File: src/rtl/rf_seq_pkg.sv
// Shared types for the register-file access sequencer: FSM encoding and
// the r_or_w direction constants of the single-port register file.
package rf_seq_pkg;

  typedef enum logic [2:0] {
    IDLE     = 3'd0,
    RD_A     = 3'd1,
    RD_B     = 3'd2,
    OPND     = 3'd3,
    WAIT_RES = 3'd4,
    WB       = 3'd5
  } rf_state_e;

  localparam logic RF_READ  = 1'b0;
  localparam logic RF_WRITE = 1'b1;

endpackage

File: src/rtl/rf_access_seq.sv
// Serialises operand reads, operand hand-off and result write-back onto the
// single port of the register file for one three-address operation at a time.
//
// Handshakes: a transfer happens on a rising edge where valid and ready are
// both high. valid, once raised, is held with its payload until that edge;
// ready never depends combinationally on valid.
module rf_access_seq
  import rf_seq_pkg::*;
#(
  parameter int WIDTH   = 16,
  parameter int REG_NUM = 16,
  parameter int ADDR_W  = 4
) (
  input  logic               clk,
  input  logic               rst,
  input  logic               req_valid,
  output logic               req_ready,
  input  logic [ADDR_W-1:0]  req_src_a,
  input  logic [ADDR_W-1:0]  req_src_b,
  input  logic [ADDR_W-1:0]  req_dst,
  input  logic               req_wb,
  output logic               rf_en,
  output logic               r_or_w,
  output logic [REG_NUM-1:0] reg_addr,
  output logic [WIDTH-1:0]   rf_wdata,
  input  logic [WIDTH-1:0]   rf_rdata,
  output logic               op_valid,
  input  logic               op_ready,
  output logic [WIDTH-1:0]   op_a,
  output logic [WIDTH-1:0]   op_b,
  output logic [ADDR_W-1:0]  op_dst,
  input  logic               res_valid,
  output logic               res_ready,
  input  logic [WIDTH-1:0]   res_data,
  output logic               busy,
  output logic [2:0]         state_dbg
);

  rf_state_e         state, next_state;
  logic [ADDR_W-1:0] src_a_q, src_b_q, dst_q;
  logic              wb_q;

  always_ff @(posedge clk) begin
    if (rst) begin
      state    <= IDLE;
      src_a_q  <= '0;
      src_b_q  <= '0;
      dst_q    <= '0;
      wb_q     <= 1'b0;
      op_a     <= '0;
      op_b     <= '0;
      rf_wdata <= '0;
    end else begin
      state <= next_state;
      case (state)
        IDLE: begin
          if (req_valid) begin
            src_a_q <= req_src_a;
            src_b_q <= req_src_b;
            dst_q   <= req_dst;
            wb_q    <= req_wb;
          end
        end
        // rf_rdata is only driven by the file while a read is enabled.
        RD_A:     op_a <= rf_rdata;
        RD_B:     op_b <= rf_rdata;
        WAIT_RES: if (res_valid) rf_wdata <= res_data;
        default:  ;
      endcase
    end
  end

  always_comb begin
    next_state = state;
    req_ready  = 1'b0;
    rf_en      = 1'b0;
    r_or_w     = RF_READ;
    reg_addr   = '0;
    op_valid   = 1'b0;
    res_ready  = 1'b0;
    case (state)
      IDLE: begin
        req_ready = 1'b1;
        if (req_valid) next_state = RD_A;
      end
      RD_A: begin
        rf_en      = 1'b1;
        reg_addr   = REG_NUM'(src_a_q);
        next_state = RD_B;
      end
      RD_B: begin
        rf_en      = 1'b1;
        reg_addr   = REG_NUM'(src_b_q);
        next_state = OPND;
      end
      OPND: begin
        op_valid = 1'b1;
        if (op_ready) next_state = wb_q ? WAIT_RES : IDLE;
      end
      WAIT_RES: begin
        res_ready = 1'b1;
        if (res_valid) next_state = WB;
      end
      WB: begin
        rf_en      = 1'b1;
        r_or_w     = RF_WRITE;
        reg_addr   = REG_NUM'(dst_q);
        next_state = IDLE;
      end
      default: next_state = IDLE;
    endcase
  end

  assign op_dst    = dst_q;
  assign busy      = (state != IDLE);
  assign state_dbg = state;

endmodule

File: config.mk
export PLATFORM = sky130hd
export DESIGN_NAME = rf_access_seq
export DESIGN_NICKNAME = d
export VERILOG_FILES = /design/src/rtl/rf_seq_pkg.sv /design/src/rtl/rf_access_seq.sv
export SDC_FILE = /design/constraint.sdc
export NUM_CORES = 1
export LEC_CHECK = 0
export ABC_CLOCK_PERIOD_IN_PS = 2650
export CORE_MARGIN = 4
export CORE_UTILIZATION = 43
export DETAILED_ROUTE_END_ITERATION = 8
export GPL_TIMING_DRIVEN = 0
export MAX_ROUTING_LAYER = met4
export PLACE_DENSITY = 0.94
export SYNTH_ARGS = -nofsm -noshare
export SYNTH_HDL_FRONTEND = slang
export SYNTH_SLANG_ARGS = --single-unit
File: constraint.sdc
create_clock -name clk -period 2.65 [get_ports clk]
set_input_delay 0.53 -clock clk [delete_from_list [all_inputs] [get_ports clk]]
set_output_delay 0.53 -clock clk [all_outputs]
set_load 0.01 [all_outputs]
==> impl_metrics.tcl <==
set metrics [dict create \
    p_leak_nw 1.51 \
    critical_path_buf_inv_count 3 \
    firstDrtPassIters 4 \
    clk_path_buf_depth 2 \
    grt_pass1_wl_microns 11600 \
    synthDistinctLibCells 33 \
    ir_drop_v 0.000368 \
    path_cells "buf_6 -> buf_2 -> and2_1 -> o2bb2ai_1 -> clkdlybuf4s50_1" \
    drtIter0Drc 70 \
    critPathSlowestCell "clkdlybuf4s50_1" \
    mostFrequentLayoutCells "clkdlybuf4s50_1 (113), nand2_1 (89), dfxtp_1 (63)" \
    hp-class "reg2reg" \
    cts.hold.buffers_added 0 \
    finalSetupViolCount 0 \
    slew_viol_final 0 \
    synth_simple_gate_area_share_pct 22.3 \
    combPwrFrac_pct 19.6 \
    synth_fa_ha_area_share_pct 0 \
    max_stage_delay_ns 0.56 \
    swShare_pct 25.6 \
    wl_microns 7250 \
    grt_pass1_vias 2507 \
    drv_cap 0 \
    port_buffers 113 \
    track_usage_pct 20.6 \
    syn_area_sq_um 2570 \
    cts_tree "yes" \
    min_period_ns 2.51 \
    drive_above_1_share_pct 11.3 \
    die_width_microns 85.3 \
    synth_cells 301 \
    worst_pin_slew_ns 0.520 \
    intPower_w 0.00161 \
    cp.arrival_ns 1.98 \
    crit_path_end_kind "output port" \
    synth_edf_count 0 \
    gp_congestion 0.784 \
    grt_max_degree 11 \
    synth-seq-cells 64 \
    critical_path_class "reg2out" \
    synth_top_family_by_area "simple AND/OR/NAND/NOR gates" \
    syn_area_per_cell_sq_um 8.55 \
    die_area_sq_um 7280 \
    finalHoldViolCount 0 \
    synth-compound-area-share_pct 12.0 \
    antennaDiodeCount 0 \
    synthXorXnorAreaFrac_pct 0 \
    die_h_microns 85.3 \
    clock.fmax_mhz 398 \
    final_common_cell "clkdlybuf4s50_1" \
    num_vias 2458 \
    rsz0062_at_grt "no" \
    ys_seq_area_share_pct 49.8 \
    rows 27 \
    clkLatencyLatePin_ns 0.32 \
    numCtsBuffers 9 \
    start_util_pct 45.6 \
    crit_fanout 10 \
    p_total_w 0.00217 \
    wl_per_cell_microns 14.1 \
    ios 127 \
    clk_pin_slew_worst_paths_ns 0.06 \
    relSlewSlack_pct 65.3 \
    overflow 0 \
    crit_family "buffers and inverters" \
    power_density_nw_per_um2 539 \
    yosysWarnings 0 \
    drc 0 \
    p_clk_share_pct 32.3 \
    fin_tns_setup_ns 0 \
    syn_to_final_growth_pct 56.3 \
    status "finished clean" \
    switchingPower_w 0.000556 \
    p_seq_share_pct 48.1 \
    muxShareOfSynthArea_pct 6.23 \
    post-route-period-util_pct 94.8 \
    drt-vias-per-instance 4.79 \
    clockRootBuffer "clkbuf_8" \
    h-tree-depth 3 \
    detail-route-antenna-nets 0 \
    async_reset_ff_share_pct 0 \
    dpl.hpwl_microns 5580 \
    cts.sinks 64 \
    yosys_most_used_dff "dfxtp_1" \
    clock_skew_ns 0.00324 \
    antenna_found_initial 0 \
    nets 486 \
    design.core.area_sq_um 5640 \
    startpoint_type "flop" \
    cp.required_ns 2.12 \
]
==> worst register-to-register path: stages (launching register included) <==
cell	delay, ns
dfxtp_1	0.32
buf_6	0.14
or3b_1	0.36
buf_2	0.17
buf_2	0.20
nand2_1	0.10
a21oi_1	0.07
==> path summary, 6_finish.rpt <==
kind | startpoint | to | slack (ns) | cells after the start
max reg2reg | state_dbg[2] | op_a[14] | 1.15 | 6
min | rf_wdata[6] | rf_wdata[6] | 0.45 | 2
max | state_dbg[2] | reg_addr[2] | 0.14 | 5
min reg2reg | rf_wdata[6] | rf_wdata[6] | 0.45 | 2
==> power by group through the flow <==
stage / clock [W] / combinational [W] / sequential, W
finish: 0.000699 / 0.000425 / 0.00104
global route: 0.000767 / 0.000458 / 0.00105
CTS: 0.000717 / 0.000422 / 0.00104
detailed placement: 0 / 0.000418 / 0.00106
global placement: 0 / 0.000412 / 0.00106
floorplan: 0 / 0.000188 / 0.00108
==> cell usage after synthesis, types with 2 or more instances <==
| library cell | n | area share [%] |
|---|---|---|
| nor2_1 | 19 | 2.8 |
| a22oi_1 | 4 | 1.2 |
| buf_4 | 16 | 4.7 |
| inv_1 | 3 | 0.44 |
| nand2_1 | 89 | 13 |
| a31oi_1 | 2 | 0.49 |
| a21oi_1 | 45 | 8.8 |
| o2bb2ai_1 | 4 | 1.4 |
| dfxtp_1 | 64 | 50 |
| buf_6 | 3 | 1.3 |
| buf_2 | 7 | 1.4 |
| and3_1 | 2 | 0.49 |
| mux2i_1 | 16 | 6.2 |
| clkbuf_1 | 8 | 1.2 |
==> through the flow <==
stage	hold WS (ns)	instances	setup WS, ns	util [%]	instance area (sq um)
2_1_floorplan	0.436	312	0.873	-	2610
3_3_place_gp	0.442	497	0.270	68.0	3830
3_5_place_dp	0.447	497	0.255	68.0	3830
4_1_cts	0.456	513	0.0104	71.0	4010
5_1_grt	0.472	513	0.0163	71.3	4020
6_report	0.454	513	0.139	71.3	4020
==> cell families (layout without fill, tap and decap cells) <==
| logic type | count (synthesis) | count (layout) |
|---|---|---|
| mux | 16 | 16 |
| flops | 64 | 64 |
| buf+inv | 38 | 167 |
| other cells | 1 | 12 |
| simple gates | 126 | 126 |
| compound gates | 56 | 56 |
==> flip-flops by register name, indices dropped and copies added, names as in the netlist <==
signal,cells
op_a,16
op_b,16
op_dst,4
rf_wdata,16
src_a_q,4
src_b_q,4
state_dbg,3
wb_q,1
==> routing by layer <==
layer | global-route usage [%] | vias to the layer above | routed length, microns
met5 | - | - | 0
met4 | 6.62 | 0 | 76
met3 | 6.02 | 7 | 558
met2 | 36.4 | 81 | 3700
met1 | 21.9 | 1136 | 2920
li1 | - | 1234 | -
==> repair_timing <==
action / CTS / global route
buffers inserted: 0 / 1
pin swaps: 0 / 0
setup endpoints to repair: 4 / 6
hold endpoints to repair: 0 / 0
gates resized for setup: 2 / 4
==> area by class of cell <==
class                           instances  area (sq um)
Fill cell                             464          1620
Sequential cell                        64          1280
Timing Repair Buffer                  114          1140
Multi-Input combinational cell        210          1100
Buffer                                 34           236
Clock buffer                           12           145
Tap cell                               72          90.1
Clock inverter                          4          20.0
Inverter                                3          11.3
No activity file was read; power rests on OpenSTA's default activity.
